[config.mk]
export PLATFORM = sky130hd
export DESIGN_NAME = proc_run_monitor
export DESIGN_NICKNAME = d
export VERILOG_FILES = /design/src/rtl/proc_mon_pkg.sv /design/src/rtl/proc_run_monitor_trace_fifo.sv /design/src/rtl/proc_run_monitor.sv
export SDC_FILE = /design/constraint.sdc
export NUM_CORES = 1
export LEC_CHECK = 0
export BUFFER_PORTS_ARGS = -buffer_cell sky130_fd_sc_hd__buf_2
export CORE_MARGIN = 2
export CORE_UTILIZATION = 40
export DETAILED_ROUTE_END_ITERATION = 12
export SLEW_MARGIN = 30
export SYNTH_ARGS = -nofsm -noshare
export SYNTH_HDL_FRONTEND = slang
export SYNTH_HIERARCHICAL = 1
export SYNTH_SLANG_ARGS = --single-unit
[constraint.sdc]
create_clock -name clock -period 8.7 [get_ports clock]
set_input_delay 1.74 -clock clock [delete_from_list [all_inputs] [get_ports clock]]
set_output_delay 1.74 -clock clock [all_outputs]
set_load 0.02 [all_outputs]
[src/rtl/proc_mon_pkg.sv]
// Shared types and constants for the processor run monitor: FSM encoding,
// done-cause codes, default trace-entry field widths and a saturating counter helper.
package proc_mon_pkg;

   typedef enum logic [1:0] {
      ST_RUN   = 2'd0,
      ST_DRAIN = 2'd1,
      ST_DONE  = 2'd2
   } mon_state_e;

   localparam logic [1:0] CAUSE_NONE  = 2'd0;
   localparam logic [1:0] CAUSE_LIMIT = 2'd1;
   localparam logic [1:0] CAUSE_HALT  = 2'd2;

   localparam int CNT_W       = 32;
   localparam int DEF_DATA_W  = 32;
   localparam int DEF_REG_W   = 5;
   localparam int DEF_STAMP_W = 16;

   function automatic logic [CNT_W-1:0] sat_inc(input logic [CNT_W-1:0] v);
      return (v == 32'hFFFF_FFFF) ? v : v + 32'd1;
   endfunction

endpackage

[src/rtl/proc_run_monitor_trace_fifo.sv]
// Synchronous FIFO for trace entries; extra pointer bit separates full from empty.
// A push while full is accepted only if a pop happens on the same cycle.
module trace_fifo #(
   parameter int WIDTH = 53,
   parameter int DEPTH = 16
) (
   input  logic             clock,
   input  logic             reset,
   input  logic             push,
   input  logic [WIDTH-1:0] din,
   input  logic             pop,
   output logic [WIDTH-1:0] dout,
   output logic             full,
   output logic             empty
);
   localparam int AW = $clog2(DEPTH);
   localparam logic [AW:0] PTR_ONE = {{AW{1'b0}}, 1'b1};

   logic [WIDTH-1:0] mem_q [DEPTH];
   logic [AW:0]      wr_ptr_q, wr_ptr_d;
   logic [AW:0]      rd_ptr_q, rd_ptr_d;
   logic             do_push, do_pop;

   assign empty   = (wr_ptr_q == rd_ptr_q);
   assign full    = (wr_ptr_q[AW] != rd_ptr_q[AW]) && (wr_ptr_q[AW-1:0] == rd_ptr_q[AW-1:0]);
   assign do_pop  = pop && !empty;
   assign do_push = push && (!full || do_pop);
   assign dout    = empty ? {WIDTH{1'b0}} : mem_q[rd_ptr_q[AW-1:0]];

   always_comb begin
      wr_ptr_d = wr_ptr_q;
      rd_ptr_d = rd_ptr_q;
      if (do_push) begin
         wr_ptr_d = wr_ptr_q + PTR_ONE;
      end else begin
         wr_ptr_d = wr_ptr_q;
      end
      if (do_pop) begin
         rd_ptr_d = rd_ptr_q + PTR_ONE;
      end else begin
         rd_ptr_d = rd_ptr_q;
      end
   end

   always_ff @(posedge clock) begin
      if (!reset) begin
         wr_ptr_q <= '0;
         rd_ptr_q <= '0;
      end else begin
         wr_ptr_q <= wr_ptr_d;
         rd_ptr_q <= rd_ptr_d;
      end
   end

   // Storage needs no reset: the head is masked to zero whenever the FIFO is empty.
   always_ff @(posedge clock) begin
      if (do_push) begin
         mem_q[wr_ptr_q[AW-1:0]] <= din;
      end
   end

endmodule

[src/rtl/proc_run_monitor.sv]
// Run-control and writeback trace monitor: counts cycles, retirements and stalls,
// buffers writeback events and stops on a cycle limit or a halted PC.
module proc_run_monitor
   import proc_mon_pkg::*;
#(
   parameter int DATA_W      = DEF_DATA_W,
   parameter int REG_W       = DEF_REG_W,
   parameter int DEPTH       = 16,
   parameter int STAMP_W     = DEF_STAMP_W,
   parameter int CYCLE_LIMIT = 100,
   parameter int HALT_WINDOW = 4
) (
   input  logic               clock,
   input  logic               reset,
   input  logic [DATA_W-1:0]  pc,
   input  logic               stall,
   input  logic               wb_en,
   input  logic [REG_W-1:0]   wb_reg,
   input  logic [DATA_W-1:0]  wb_data,
   output logic               trace_valid,
   input  logic               trace_ready,
   output logic [REG_W-1:0]   trace_reg,
   output logic [DATA_W-1:0]  trace_data,
   output logic [STAMP_W-1:0] trace_stamp,
   output logic               overflow,
   output logic [31:0]        cycle_count,
   output logic [31:0]        retired_count,
   output logic [31:0]        stall_count,
   output logic               done,
   output logic [1:0]         done_cause
);
   localparam int ENTRY_W = REG_W + DATA_W + STAMP_W;
   localparam int HC_W    = $clog2(HALT_WINDOW + 1);
   localparam logic [CNT_W-1:0] LIMIT_LAST = CNT_W'(CYCLE_LIMIT - 1);
   localparam logic [HC_W-1:0]  HALT_HIT   = HC_W'(HALT_WINDOW);
   localparam logic [HC_W-1:0]  HC_ONE     = HC_W'(1);

   mon_state_e        state_q, state_d;
   logic [CNT_W-1:0]  cycle_q, cycle_d;
   logic [CNT_W-1:0]  retired_q, retired_d;
   logic [CNT_W-1:0]  stall_cnt_q, stall_cnt_d;
   logic [HC_W-1:0]   halt_q, halt_d;
   logic [DATA_W-1:0] pc_prev_q, pc_prev_d;
   logic              pc_prev_vld_q, pc_prev_vld_d;
   logic              overflow_q, overflow_d;
   logic [1:0]        cause_q, cause_d;

   logic               capture, fifo_pop, fifo_full, fifo_empty;
   logic [ENTRY_W-1:0] fifo_din, fifo_dout;

   assign capture  = (state_q == ST_RUN) && wb_en && (wb_reg != '0);
   assign fifo_din = {wb_reg, wb_data, cycle_q[STAMP_W-1:0]};
   assign fifo_pop = trace_valid && trace_ready;

   trace_fifo #(.WIDTH(ENTRY_W), .DEPTH(DEPTH)) u_fifo (
      .clock (clock),
      .reset (reset),
      .push  (capture),
      .din   (fifo_din),
      .pop   (fifo_pop),
      .dout  (fifo_dout),
      .full  (fifo_full),
      .empty (fifo_empty)
   );

   assign trace_valid   = !fifo_empty;
   assign trace_reg     = fifo_dout[ENTRY_W-1 -: REG_W];
   assign trace_data    = fifo_dout[STAMP_W +: DATA_W];
   assign trace_stamp   = fifo_dout[STAMP_W-1:0];
   assign overflow      = overflow_q;
   assign cycle_count   = cycle_q;
   assign retired_count = retired_q;
   assign stall_count   = stall_cnt_q;
   assign done          = (state_q == ST_DONE);
   assign done_cause    = cause_q;

   always_comb begin
      state_d       = state_q;
      cycle_d       = cycle_q;
      retired_d     = retired_q;
      stall_cnt_d   = stall_cnt_q;
      halt_d        = halt_q;
      pc_prev_d     = pc_prev_q;
      pc_prev_vld_d = pc_prev_vld_q;
      overflow_d    = overflow_q;
      cause_d       = cause_q;
      case (state_q)
         ST_RUN: begin
            cycle_d       = sat_inc(cycle_q);
            stall_cnt_d   = stall ? sat_inc(stall_cnt_q) : stall_cnt_q;
            retired_d     = capture ? sat_inc(retired_q) : retired_q;
            pc_prev_d     = pc;
            pc_prev_vld_d = 1'b1;
            if (capture && fifo_full && !fifo_pop) begin
               overflow_d = 1'b1;
            end else begin
               overflow_d = overflow_q;
            end
            // The first cycle after reset has no previous PC to compare against.
            if (!stall && pc_prev_vld_q && (pc == pc_prev_q)) begin
               halt_d = halt_q + HC_ONE;
            end else begin
               halt_d = '0;
            end
            if (cycle_q == LIMIT_LAST) begin
               state_d = ST_DRAIN;
               cause_d = CAUSE_LIMIT;
            end else if (halt_d == HALT_HIT) begin
               state_d = ST_DRAIN;
               cause_d = CAUSE_HALT;
            end else begin
               state_d = ST_RUN;
            end
         end
         ST_DRAIN: begin
            state_d = fifo_empty ? ST_DONE : ST_DRAIN;
         end
         ST_DONE: begin
            state_d = ST_DONE;
         end
         default: begin
            state_d = ST_RUN;
         end
      endcase
   end

   always_ff @(posedge clock) begin
      if (!reset) begin
         state_q       <= ST_RUN;
         cycle_q       <= '0;
         retired_q     <= '0;
         stall_cnt_q   <= '0;
         halt_q        <= '0;
         pc_prev_q     <= '0;
         pc_prev_vld_q <= 1'b0;
         overflow_q    <= 1'b0;
         cause_q       <= CAUSE_NONE;
      end else begin
         state_q       <= state_d;
         cycle_q       <= cycle_d;
         retired_q     <= retired_d;
         stall_cnt_q   <= stall_cnt_d;
         halt_q        <= halt_d;
         pc_prev_q     <= pc_prev_d;
         pc_prev_vld_q <= pc_prev_vld_d;
         overflow_q    <= overflow_d;
         cause_q       <= cause_d;
      end
   end

endmodule
After elaboration in Yosys (flattened, before gate mapping)
Memories as Yosys holds them, arrays and structs flattened. A register that Yosys moved wholly into a read port is not among the register bits.
Cells that the tools add are included.
Widths: inputs -> output; s select.
{ "totals": {"regBits": 147, "ram_bits": 848, "word_cells": 68, "memories": 1} }
{ "op_classes": {"add_sub_neg": 6, "eq_ne": 11, "mux": 13, "n_bitwise": 3, "n_reduce_logical": 23} }
{ "memory_table": {"columns": ["name", "words", "width", "read_ports", "rd_ports_with_merged_regs", "write_ports", "line_no", "rtl"], "rows": [
  ["u_fifo.mem_q", 16, 53, 1, 1, 1, "proc_run_monitor_trace_fifo.sv:19", "logic [WIDTH-1:0] mem_q [DEPTH];"]
]} }
{ "ops": {"columns": ["cell", "n"], "rows": [
  ["$add 32x1->32 const B", 3],
  ["$eq 32x32->1 const B", 3],
  ["$mux 53", 1],
  ["$eq 32x32->1", 1],
  ["$eq 32x7->1 const B", 1],
  ["$add 5x1->5 const B", 2],
  ["$logic_and 1x1->1", 10],
  ["$mux 4", 2],
  ["$mux 2", 3],
  ["$mux 3", 2],
  ["$pmux 2 s3", 1],
  ["$reduce_and 2->1", 3],
  ["$reduce_and 3->1", 2],
  ["$eq 5x5->1", 1],
  ["$reduce_bool 5->1", 1],
  ["$eq 4x4->1", 1],
  ["$logic_not 1->1", 4],
  ["$mux 1", 4],
  ["$add 3x1->3 const B", 1],
  ["$eq 3x3->1 const B", 1],
  ["$not 1->1", 3],
  ["$eq 2x1->1 const B", 1],
  ["$eq 2x2->1 const B", 1],
  ["$logic_not 2->1", 1],
  ["other kinds (3)", 3]
]} }

Depth between registers and ports, before layout
{ "depth": {"ltp_word": 9, "ltp_mapped": 12, "mapped_depth_nobuf": 8} }

Hierarchy
The synthesis kept the hierarchy.
{ "by_module_without_submodules": {"columns": ["module", "n_inst", "cells_each", "area_per_inst_um2", "seq_area_each_um2"], "rows": [
  ["trace_fifo", 1, 1393, 32454.9, 25744.7],
  ["proc_run_monitor", 1, 822, 6653.9, 2742.6]
]} }

Worst setup path before layout
No wires, ideal clock.
{ "synth_timing": {"path_kind": "input to register", "from": "input port wb_en", "to": "memory u_fifo.mem_q[11][0], enable pin", "setup_time_ns": 0.540, "arrival_ns": 6.605, "path_slack_ns": 1.555, "path_stages": 5, "cell_sequence": "or3b_1 > a21oi_1 > nand2_1 > a21o_1 > nor3b_1"} }
{ "synth_between": {"elab_chain_len": 5} }
{ "synth_lines": {"columns": ["element", "line_no", "rtl"], "rows": [
  ["from (decl)", "proc_run_monitor.sv:17", "input logic wb_en,"],
  ["$logic_and 1x1->1 (2 in series)", "proc_run_monitor.sv:51", "assign capture = (state_q == ST_RUN) && wb_en && (wb_reg != '0);"],
  ["net capture", "proc_run_monitor.sv:48", "logic capture, fifo_pop, fifo_full, fifo_empty;"],
  ["$logic_and 1x1->1", "proc_run_monitor_trace_fifo.sv:27", "assign do_push = push && (!full || do_pop);"],
  ["$mux 1", "proc_run_monitor_trace_fifo.sv:57", "if (do_push) begin"],
  ["$mux 1 (not written as such)", "proc_run_monitor_trace_fifo.sv:58", "mem_q[wr_ptr_q[AW-1:0]] <= din;"],
  ["to (decl)", "proc_run_monitor_trace_fifo.sv:19", null]
]} }
The timed path passes the listed nets, and every way through them passes these cells.

==> results.toml <==
[floorplanning]
fp-row-count = 114
initial_core_util_pct = 40.4
fp.coreArea_mm2 = 0.0969
die_area_mm2 = 0.100
die-width_um = 317
die_y_um = 317
io_pins = 228

[route]
route.detailed.drc = 0
dr.pass1.iters = 5
wl_mm = 93.0
avgRoutedWirePerCell_um = 24.3
vias_per_cell = 5.62
ant_nets = 0
dr_total_vias = 21500
drt_iter0_markers = 1567

[cells_and_area]
fill_cells = 8147
final_cell_mix = "edfxtp_1 (848), buf_2 (227), mux4_2 (212)"
layout_commonest_cell = "edfxtp_1"
syn_to_final_growth_pct = 15.4
num_antenna_cells = 0
drive_above_1_share_pct = 26.1
final_nets = 2552

[cts]
cts_tree = "built"
path_clk_slew_ns = 0.06
clk-insertion-delay-late_ns = 0.67
cts.sinks = 999
postCtsHoldBufs = 0
cts_buffers = 101
post-cts-setup-buffers = 0
htree_levels = 3
cts_max_path_buffers = 3
cts.repair.resized = 0
cts_root_buffer = "clkbuf_16"

[yosys]
synth_area_mm2 = 0.0391
synth_flop_cell = "edfxtp_1"
synth_top_area_share_pct = 65.1
yosysTopAreaCell = "edfxtp_1"
syn-num-nets = 2298
seq_area_frac_synth_pct = 72.8
synth.avg_cell_area_um2 = 17.7
synth.top_cells.by_area = "edfxtp_1 (65%), mux4_2 (12%), dfxtp_1 (7.7%)"
synth_edf_count = 848
yosysWarnings = 6
ys_types = 61
synth-seq-cells = 999
synth_cells = 2215
synthArstFlopShare_pct = 0

[sta]
rsz0062_at_grt = "false"
fmax_mhz = 183
max_slew_margin_pct = 29.5
maxSlewViolCount = 0
skew_ns = 0.0384
hold_viol = 0
setup_violations = 0
period_needed_ns = 5.46
setup_tns_ns = 0
whs_ns = 0.466
worst_pin_slew_ns = 1.05
period_share_pct = 62.8

[global_route]
grt_max_degree = 120
grt_pass1_vias = 22300
grt_pass1_wl_mm = 139
antenna_found_initial = 6
track_usage_pct = 18.6
grt_remaining_overflow = 0

[worst_setup_path]
crit_path_end_kind = "output port"
cp_max_fo = 50
cp-start-kind = "register"
path_class = "reg -> out"
crit_arrival_ns = 3.72
required_ns = 6.96

[placement]
io_buffers = 227
place_congestion = 0.766
hpwl_mm = 53.6

[power_and_ir_drop]
p_per_area_mw_per_mm2 = 223
irDropWorstVdd_v = 0.000152
p_leak_nw = 14.4

[run]
max_cap_viol_count = 0

[status]
status = "complete, no violations"

[hold_path]
hp-class = "reg -> reg"
-- layout make-up --
type	instances	area, um^2	area share [%]
inverters	26	100	0.222
clock inverters	51	492	1.09
flip-flops and latches	999	28500	63.1
multi-input cells	1073	10000	22.3
well taps	1276	1600	3.54
clock buffers	134	2710	6.01
repair buffers	268	1700	3.76
-- synth_stat cells, drive strengths merged (42+ instances only) --
master  number
a21oi      102
buf         63
clkbuf      54
dfxtp      151
edfxtp     848
mux4       212
nand2      119
nand3       44
nor2        42
nor3        60
o21ai       47
o22ai      106
or3         44
xnor2       43
-- cell families after synthesis --
family | share of synthesized area, %
multiplexers | 12.4
adder cells (fa/ha/maj) | 0.288
AO/OA/AOI/OAI | 4.70
AND/OR/NAND/NOR | 6.49
XOR/XNOR | 1.48
flip-flops | 72.8
buffers and inverters | 1.79
-- per-stage QoR --
| stage | worst slack, ns | cell area (um^2) | utilization, % | cells | power, mW |
|---|---|---|---|---|---|
| finish | 3.24 | 45100 | 46.6 | 3827 | 10.0 |
| detailed placement | 3.75 | 41900 | 43.3 | 3641 | 5.98 |
| floorplan | 1.55 | 39100 | - | 2215 | 5.74 |
| CTS | 3.08 | 45100 | 46.6 | 3826 | 10.2 |
| global route | 2.95 | 45100 | 46.6 | 3827 | 10.4 |
| global placement | 3.52 | 41600 | 42.9 | 3627 | 5.96 |
-- flip-flops by register name, summed over array words and instances, names as in the netlist, 2 cells and up, named ones only --
signal and flops:
state_q 2, cycle_count 32, u_fifo/rd_ptr_q 5, stall_count 32
u_fifo/mem_q 848, done_cause 2, retired_count 32, u_fifo/wr_ptr_q 5
pc_prev_q 32, halt_q 3
-- power by group --
part           internal (mW)  switching, mW  leakage [nW]
Sequential              5.24         0.0328          8.96
Clock                   2.40           1.78          1.57
Combinational          0.214          0.378          3.85
-- layer usage --
metal  part of all wire (%)  vias up  GRT usage [%]
li1                       -     9525              -
met1                     42    11200           24.5
met2                     49      639           31.0
met3                    6.9      141           4.72
met4                    2.0       10           4.31
met5                  0.069        -              0
-- worst paths after layout --
path / cells past startpoint / end / slack, ns / start
setup / recovery: 5 / trace_reg[3] / 3.24 / register
hold / removal: 2 / done_cause[1]$_SDFFE_PN0P_ / 0.47 / done_cause[1]$_SDFFE_PN0P_
setup reg to reg: 8 / u_fifo/mem_q[7][9]$_DFFE_PP_ / 4.71 / u_fifo/wr_ptr_q[2]$_SDFFE_PN0P_
hold reg to reg: 2 / done_cause[1]$_SDFFE_PN0P_ / 0.47 / done_cause[1]$_SDFFE_PN0P_
-- worst max-delay path, cell delays in order (launching register included) --
cell and delay [ns]:
dfxtp_4 0.70, buf_6 0.66, nand2_1 0.83, o22ai_1 0.51
nor3_1 0.11, buf_2 0.19
No activity file was read; power rests on OpenSTA's default activity.
